===== config.mk =====
export PLATFORM = sky130hd
export DESIGN_NAME = hazard_ctrl
export DESIGN_NICKNAME = d
export VERILOG_FILES = /design/src/rtl/hazard_pkg.sv /design/src/rtl/inflight_tracker.sv /design/src/rtl/hazard_ctrl.sv
export SDC_FILE = /design/constraint.sdc
export NUM_CORES = 1
export LEC_CHECK = 0
export CORE_MARGIN = 2
export CORE_UTILIZATION = 45
export DETAILED_ROUTE_END_ITERATION = 10
export PLACE_DENSITY = 0.73
export SYNTH_ARGS = -nofsm -noshare
export SYNTH_HDL_FRONTEND = slang
export SYNTH_SLANG_ARGS = --single-unit

===== constraint.sdc =====
create_clock -name clk -period 3.26 [get_ports clk]
set_input_delay 0.326 -clock clk [delete_from_list [all_inputs] [get_ports clk]]
set_output_delay 0.326 -clock clk [all_outputs]
set_load 0.02 [all_outputs]

===== src/rtl/hazard_pkg.sv =====
// rtl/hazard_pkg.sv - shared types and sizes for the decode hazard controller
package hazard_pkg;

  localparam int NUM_STAGES = 3;
  localparam int REG_W      = 3;
  localparam int NUM_REGS   = 1 << REG_W;

  typedef enum logic [1:0] {
    ST_RUN    = 2'd0,
    ST_DRAIN  = 2'd1,
    ST_HALTED = 2'd2
  } state_t;

  typedef struct packed {
    logic             valid;
    logic             wr_en;
    logic [REG_W-1:0] wr_num;
  } entry_t;

  function automatic logic writes_reg(input entry_t e, input logic [REG_W-1:0] r);
    return e.valid & e.wr_en & (e.wr_num == r);
  endfunction

endpackage


===== src/rtl/inflight_tracker.sv =====
// rtl/inflight_tracker.sv - EX/MEM/WB shift register of in-flight writes with match and mask
module inflight_tracker
  import hazard_pkg::*;
(
  input  logic                clk,
  input  logic                rst,
  input  logic                issue,
  input  logic                wr_en,
  input  logic [REG_W-1:0]    wr_num,
  input  logic [REG_W-1:0]    r1_sel,
  input  logic [REG_W-1:0]    r2_sel,
  output logic                r1_match,
  output logic                r2_match,
  output logic [NUM_REGS-1:0] pending_mask,
  output logic                empty
);

  // index 0 = EX, 1 = MEM, 2 = WB; WB still counts since the regfile has no bypass
  entry_t stage_q [NUM_STAGES];

  always_ff @(posedge clk) begin
    if (rst) begin
      for (int i = 0; i < NUM_STAGES; i++) begin
        stage_q[i] <= '0;
      end
    end else begin
      stage_q[0] <= issue ? entry_t'{valid: 1'b1, wr_en: wr_en, wr_num: wr_num} : '0;
      for (int i = 1; i < NUM_STAGES; i++) begin
        stage_q[i] <= stage_q[i-1];
      end
    end
  end

  always_comb begin
    r1_match     = 1'b0;
    r2_match     = 1'b0;
    pending_mask = '0;
    empty        = 1'b1;
    for (int i = 0; i < NUM_STAGES; i++) begin
      r1_match = r1_match | writes_reg(stage_q[i], r1_sel);
      r2_match = r2_match | writes_reg(stage_q[i], r2_sel);
      if (stage_q[i].valid & stage_q[i].wr_en) begin
        pending_mask[stage_q[i].wr_num] = 1'b1;
      end
      if (stage_q[i].valid) begin
        empty = 1'b0;
      end
    end
  end

endmodule


===== src/rtl/hazard_ctrl.sv =====
// rtl/hazard_ctrl.sv - decode-stage RAW hazard stall, bubble and HALT drain control
module hazard_ctrl
  import hazard_pkg::*;
(
  input  logic                clk,
  input  logic                rst,
  input  logic                instr_valid,
  input  logic                r1_used,
  input  logic                r2_used,
  input  logic [REG_W-1:0]    r1_sel,
  input  logic [REG_W-1:0]    r2_sel,
  input  logic                wr_en,
  input  logic [REG_W-1:0]    wr_num,
  input  logic                halt_in,
  input  logic                flush,
  output logic                stall,
  output logic                bubble,
  output logic [NUM_REGS-1:0] pending_mask,
  output logic                halted,
  output logic [15:0]         stall_cycles
);

  state_t      state_q;
  logic [15:0] stall_cnt_q;
  logic        r1_match;
  logic        r2_match;
  logic        tracker_empty;
  logic        run;
  logic        hazard;
  logic        issue;
  logic        hazard_stall;

  inflight_tracker u_tracker (
    .clk          (clk),
    .rst          (rst),
    .issue        (issue),
    .wr_en        (wr_en),
    .wr_num       (wr_num),
    .r1_sel       (r1_sel),
    .r2_sel       (r2_sel),
    .r1_match     (r1_match),
    .r2_match     (r2_match),
    .pending_mask (pending_mask),
    .empty        (tracker_empty)
  );

  assign run          = (state_q == ST_RUN);
  assign hazard       = instr_valid & ((r1_used & r1_match) | (r2_used & r2_match));
  assign hazard_stall = run & hazard & ~flush;
  assign issue        = run & instr_valid & ~hazard & ~flush & ~halt_in;
  assign bubble       = ~issue;
  assign stall        = hazard_stall | (state_q == ST_DRAIN) | (state_q == ST_HALTED);
  assign halted       = (state_q == ST_HALTED);
  assign stall_cycles = stall_cnt_q;

  // HALT never issues, so DRAIN only waits for older instructions to retire
  always_ff @(posedge clk) begin
    if (rst) begin
      state_q     <= ST_RUN;
      stall_cnt_q <= '0;
    end else begin
      case (state_q)
        ST_RUN: begin
          if (instr_valid & halt_in & ~hazard & ~flush) begin
            state_q <= ST_DRAIN;
          end
        end
        ST_DRAIN: begin
          if (tracker_empty) begin
            state_q <= ST_HALTED;
          end
        end
        ST_HALTED: state_q <= ST_HALTED;
        default:   state_q <= ST_RUN;
      endcase
      if (hazard_stall && stall_cnt_q != 16'hFFFF) begin
        stall_cnt_q <= stall_cnt_q + 16'd1;
      end
    end
  end

endmodule


==> results of run 1 <==
-- worst register-to-register path, stage by stage, from the launching register on --
cell and delay [ps]:
dfxtp_1 430, nand4_1 230, nor4_1 480, buf_4 210, a311oi_2 50, nor2_2 660, o21ai_0 220, a21oi_1 160
-- layout make-up --
type | count | area, um^2 | share of cell area [%]
multi-input cells | 180 | 1150 | 46.9
well taps | 50 | 62.6 | 2.56
inverters | 7 | 26.3 | 1.08
repair buffers | 47 | 460 | 18.9
flip-flops and latches | 33 | 661 | 27.0
clock buffers | 7 | 86.3 | 3.53
-- sequential cells by signal (all words and copies together), names as in the netlist --
register and count:
u_tracker.stage_q 15, stall_cycles 16, state_q 2
-- stage by stage --
stage          setup WS, ps  area [um^2]  util (%)  std cells  total power, mW
3_5_place_dp            129         2360      58.5        317            0.635
5_1_grt                23.8         2440      60.6        324            0.980
3_3_place_gp            170         2360      58.5        317            0.629
2_1_floorplan          1130         1900         -        231            0.556
6_report                119         2440      60.6        324            0.930
4_1_cts                 125         2440      60.6        324            0.942
-- report_power, final --
group | switching, mW | internal (mW) | total, mW
combinational | 0.101 | 0.0924 | 0.193
sequential | 0.0128 | 0.418 | 0.431
clock | 0.139 | 0.167 | 0.306
total | 0.252 | 0.678 | 0.930
-- path summary, 6_finish.rpt --
check                                           endpoint  slack [ps]               startpoint  cells after the start
worst max-delay path                               stall         120                r2_sel[2]                      7
worst min-delay path            u_tracker.stage_q[0][13]         480  u_tracker.stage_q[0][8]                      1
worst max register to register          stall_cycles[11]         750          stall_cycles[6]                      7
worst min register to register  u_tracker.stage_q[0][13]         480  u_tracker.stage_q[0][8]                      1
-- metal layers --
layer | global-route usage [%] | up-vias
li1 | - | 911
met1 | 27.4 | 819
met2 | 33.1 | 36
met3 | 5.03 | 7
met4 | 7.60 | 0
met5 | 0 | -
-- cells by family after synthesis --
family | Yosys count | share of synthesized area [%]
fa+ha+maj | 5 | 3.29
compound gates | 41 | 14.1
buf+inv | 18 | 4.87
simple gates | 111 | 32.1
mux | 3 | 1.58
flops | 33 | 34.8
xor+xnor | 20 | 9.22
-- cells in the mapped netlist, drive strengths merged --
cell type  number  area share [%]
a311oi          3             2.0
a32oi           3             1.4
nor2b          16             5.3
and2            4             1.3
xor2           19             8.8
ha              5             3.3
or4b            1            0.53
clkbuf          5            0.99
buf             6             2.5
o31ai           5             2.0
dfxtp          33              35
nand4           5             1.6
or4             9             3.8
mux2i           3             1.6
nand3          16             4.2
nand2          21             4.2
nor2           15             3.1
and3            4             1.3
nand3b          4             1.6
a31o            1            0.46
a21oi          15             4.0
a22oi           3             1.2
xnor2           1            0.46
inv             7             1.4
or3            11             3.6
o41ai           1            0.46
nor4            5             1.6
o21ai          10             2.6
==> results.md, run 1 <==
- Drt via density: 5.47
- Yosys warns: 0
- Most frequent cells in the layout: 43 x clkdlybuf4s50_1, 33 x dfxtp_1, 21 x nand2_1
- Count of different cell masters after synthesis: 33
- Area delta synth->final: 28.6%
- Initial core utilization: 47.1%
- Mapped Cells: 231
- Clk buf depth: 2
- Hold Buf Count CTS: 0
- Post-layout minimum cycle time: 3140 ps
- Die Height: 69.0 um
- Inserted Clock Buffers: 5
- Final setup viols: 0
- Final ANT Viol Nets: 0
- Most common library cell in the layout ignoring fill and taps: clkdlybuf4s50_1
- Gr ovfl total: 0
- Clock transition at path regs: 60 ps
- Sink Count: 33
- Core area: 4030 um^2
- CP bufs+invs: 2
- Status: completed
- Top Metal Used: met4
- RSZ-0062 raised after global routing: false
- First-pass GRT wire length: 7290 um
- Vias in the first global route: 1643
- Diode count: 0
- # H-tree levels: 2
- Worst-skew pair later-pin latency: 280 ps
- Root buf cell: clkbuf_8
- Top cell family by delay on the critical path: buffers and inverters
- Crit path kind: input port to output pin
- Synth Area per Inst: 8.22 um^2
- Post-Syn Area: 1900 um^2
- Share of cells above drive strength 1: 5.47%
- FF+latch count, synth: 33
- MaxCap Viol Count: 0
- CP max-delay cell: clkdlybuf4s50_1
- Largest net degree at the start of global routing: 30
- Die footprint: 4760 um^2
- Startpoint Class: input port
- Fillers: 390
- Hold WC Path Type: flop to flop
- CP max FO: 3
- Final Max Tran Viols: 0
- Fin Clk Skew: 3.57 ps
- Width of the die: 69.0 um
- Least-Margin Pin Slew: 815 ps
- Period utilization: 96.4%
- Arr. time, crit path: 2820 ps
- Setup crit end kind: output pin
- PostCTS Resize Cnt: 0
- Final hold slack: 479 ps
- Setup TNS: 0 ps
- GP Congestion: 0.840
- Wl on met1: 2150 um
- Max frequency: 318 MHz
- Rows: 23
- Seq/Total Area, Yosys: 34.8%
- PD cells: 381 nW/um^2
- Gr usage total: 20.8%
- Port bufs: 43
- 1st-pass router iterations: 4
- Crit path top cell by count: clkdlybuf4s50_1
- Crit-path max cell delay: 590 ps
- Met3 wire len: 180 um
- Syn Nets: 253
- # nets final: 296
- Hold violation total from the final report: 0
- Drt total wl: 4540 um
- Post-route DRC: 0
- Num ports: 44
- Antenna violations before repair: 0
- Met2 wire len: 2150 um
- Rel. slew slack: 45.6%
- Crit-path cells: clkdlybuf4s50_1 -> xor2_1 -> or4_1 -> a31o_2 -> a21oi_1 -> or3_1 -> clkdlybuf4s50_1
- CTS tree: done
- 1st-iter DRT viols: 72
- Post-DP HPWL: 3370 um
- Peak supply drop: 0.213 mV
- Lkg Pwr: 0.927 nW
- Worst Path Required: 2930 ps
- Drt wl/cell: 14.0 um
- Via count: 1773
- Postcts setup bufs: 0
No activity file was read; power rests on OpenSTA's default activity.
==> inputs of run 2 (changes only) <==
--- a/config.mk
+++ b/config.mk
@@ -5,6 +5,7 @@
 export SDC_FILE = /design/constraint.sdc
 export NUM_CORES = 1
 export LEC_CHECK = 0
+export ABC_CLOCK_PERIOD_IN_PS = 3260
 export CORE_MARGIN = 2
 export CORE_UTILIZATION = 45
 export DETAILED_ROUTE_END_ITERATION = 10
==> results of run 2 <==
Final layout, timing and power as in run 1 (identical DEF).
==> inputs of run 3 (changes only) <==
--- a/config.mk
+++ b/config.mk
@@ -5,11 +5,11 @@
 export SDC_FILE = /design/constraint.sdc
 export NUM_CORES = 1
 export LEC_CHECK = 0
-export ABC_CLOCK_PERIOD_IN_PS = 3260
 export CORE_MARGIN = 2
 export CORE_UTILIZATION = 45
 export DETAILED_ROUTE_END_ITERATION = 10
 export PLACE_DENSITY = 0.73
+export RECOVER_POWER = 100
 export SYNTH_ARGS = -nofsm -noshare
 export SYNTH_HDL_FRONTEND = slang
 export SYNTH_SLANG_ARGS = --single-unit
==> run 3 against run 2 <==
Compared with the run above:
- cell count unchanged
- die area stayed put
- fmax about the same
- worst hold slack hardly changed
- flip-flop and latch count unchanged
- wire length shrank 0.29%
- global-route usage unchanged
- non-clock buffer count stayed put
==> results.md, run 3 (same netlist as run 1, synthesis figures left out) <==
- Hold Buf Count CTS: 0 (unchanged)
- Hold violation total from the final report: 0 (unchanged)
- Sink Count: 33 (unchanged)
- Final WS setup: 117 ps (-1.30 ps)
- Least-Margin Pin Slew: 1320 ps (+506 ps)
- Max frequency: 318 MHz (about the same)
- Post-layout minimum cycle time: 3140 ps (+1.30 ps)
- Rows: 23 (unchanged)
- Switching share of power: 27.1% (+0.028 points)
- Clk buf depth: 2 (unchanged)
- Area delta synth->final: 27.7%
- Vias in the first global route: 1643 (unchanged)
- Most common library cell in the layout ignoring fill and taps: dfxtp_1
- Setup TNS: 0 ps (unchanged)
- Clock transition at path regs: 60 ps (about the same)
- Drt total wl: 4530 um (-0.29%)
- CTS tree: done
- Most frequent cells in the layout: 33 x dfxtp_1, 28 x dlygate4sd3_1, 21 x nand2_1
- Max FFs per register: 16 (unchanged)
- # nets final: 296 (unchanged)
- Postcts setup bufs: 0 (unchanged)
- 1st-iter DRT viols: 75 (+4.2%)
- Arr. time, crit path: 2820 ps (about the same)
- P_sw: 251 uW (-0.27%)
- CP max FO: 3 (unchanged)
- Core area: 4030 um^2 (unchanged)
- Dpl ws: 129 ps (unchanged)
- Inserted Clock Buffers: 5 (unchanged)
- Die footprint: 4760 um^2 (unchanged)
- Num ports: 44 (unchanged)
- Reg2Reg Setup Slack: 340 ps (-410 ps)
- Final Power: 926 uW (-0.37%)
- GP Congestion: 0.840 (unchanged)
- Width of the die: 69.0 um (unchanged)
- Lkg Pwr: 1.00 nW (+8.0%)
- Clock Power Share: 32.8% (about the same)
- Worst R2R Start: stall_cycles[6]
- Antenna violations before repair: 0 (unchanged)
- Final Max Tran Viols: 0 (unchanged)
- Fillers: 396 (+1.5%)
- Setup crit end kind: output pin
- Post-DP HPWL: 3370 um (unchanged)
- Via count: 1785 (+0.68%)
- # H-tree levels: 2 (unchanged)
- Reg2reg end: stall_cycles[11]
- 1st-pass router iterations: 4 (unchanged)
- Initial core utilization: 47.1% (unchanged)
- MaxCap Viol Count: 0 (unchanged)
- Period utilization: 96.4% (about the same)
- RSZ-0062 raised after global routing: false
- First-pass GRT wire length: 7290 um (unchanged)
- Internal: 675 uW (-0.41%)
- Post-route DRC: 0 (unchanged)
- R2r worst-path depth: 7 (unchanged)
- Final ANT Viol Nets: 0 (unchanged)
- Rel. slew slack: 11.6% (-34 points)
- Gr ovfl total: 0 (unchanged)
- Drt wl/cell: 14.0 um (-0.29%)
- Startpoint Class: input port
- Worst Path Required: 2930 ps (about the same)
- Drt via density: 5.51 (+0.68%)
- Largest net degree at the start of global routing: 30 (unchanged)
- Diode count: 0 (unchanged)
- Peak supply drop: 0.210 mV (-1.6%)
- Status: completed
- Fin Clk Skew: 2.73 ps (-0.842 ps)
- Final setup viols: 0 (unchanged)
- Worst-skew pair later-pin latency: 280 ps (about the same)
- Root buf cell: clkbuf_8
- Die Height: 69.0 um (unchanged)
- Hold WC Path Type: flop to flop
- PostCTS Resize Cnt: 0 (unchanged)
- Share of cells above drive strength 1: 4.01% (-1.5 points)
- CP endpoint: stall
- PD cells: 382 nW/um^2 (+0.30%)
- Port bufs: 43 (unchanged)
- Logic pwr share: 20.7% (about the same)
- Gr usage total: 20.8% (unchanged)
- Crit path launch: r2_sel[2]
- Crit path kind: input port to output pin
- Seq pwr share: 46.5% (+0.2 points)
-- run 3: cell types whose count changed in the layout (fill, tap and decap cells not counted) --
cell             before  now
a311oi_2              2    1
and2_1                4    0
clkbuf_1              1    3
a311oi_1              1    2
nor2_1               14   15
buf_4                 4    2
dlygate4sd3_1         0   28
clkdlybuf4s50_1      43   15
and2_0                0    4
nor2_2                1    0
-- run 3: worst max-delay path, cell delays in order --
cell and delay [ps]:
clkdlybuf4s50_1 490, xor2_1 180, or4_1 570, a31o_2 290, a21oi_1 220, or3_1 150
clkdlybuf4s50_1 590
-- run 3: final cells by class --
type | count | area (um^2) | area share (%)
multi-input combinational | 180 | 1140 | 46.9
sequential | 33 | 661 | 27.2
timing repair buffer | 47 | 453 | 18.7
clock buffer | 7 | 86.3 | 3.56
tap | 50 | 62.6 | 2.58
inverter | 7 | 26.3 | 1.08
-- run 3: per-layer routing --
layer / track usage (%) / wire [um]
met3: 5.03 / 175
met4: 7.60 / 63
met2: 33.1 / 2180
met1: 27.4 / 2110
met5: 0 / 0
-- run 3: power groups by stage --
| stage | combinational [mW] | clock, mW | sequential [mW] |
|---|---|---|---|
| 6_report | 0.191 | 0.304 | 0.431 |
| 5_1_grt | 0.212 | 0.331 | 0.433 |
| 4_1_cts | 0.197 | 0.315 | 0.431 |
| 3_5_place_dp | 0.196 | 0 | 0.440 |
| 3_3_place_gp | 0.190 | 0 | 0.439 |
| 2_1_floorplan | 0.122 | 0 | 0.435 |
-- run 3: how the worst min path moves through the flow --
stage          slack (ps)                     from                  endpoint  depth (start not counted)
2_1_floorplan         430                      rst   u_tracker.stage_q[0][4]                          1
4_1_cts               480  u_tracker.stage_q[0][8]  u_tracker.stage_q[0][13]                          1
3_5_place_dp          470  u_tracker.stage_q[0][8]  u_tracker.stage_q[0][13]                          1
3_3_place_gp          460  u_tracker.stage_q[0][8]  u_tracker.stage_q[0][13]                          1
6_report              480  u_tracker.stage_q[0][8]  u_tracker.stage_q[0][13]                          1
5_1_grt               520  u_tracker.stage_q[0][8]  u_tracker.stage_q[0][13]                          1
-- run 3: metrics by stage --
stage                     utilization [%]  hold slack (ps)  cell area, um^2  instances
after floorplan                         -              434             1900        231
after global placement               58.5              462             2360        317
after detailed placement             58.5              469             2360        317
after CTS                            60.6              478             2440        324
after global routing                 60.2              516             2430        324
final                                60.2              479             2430        324
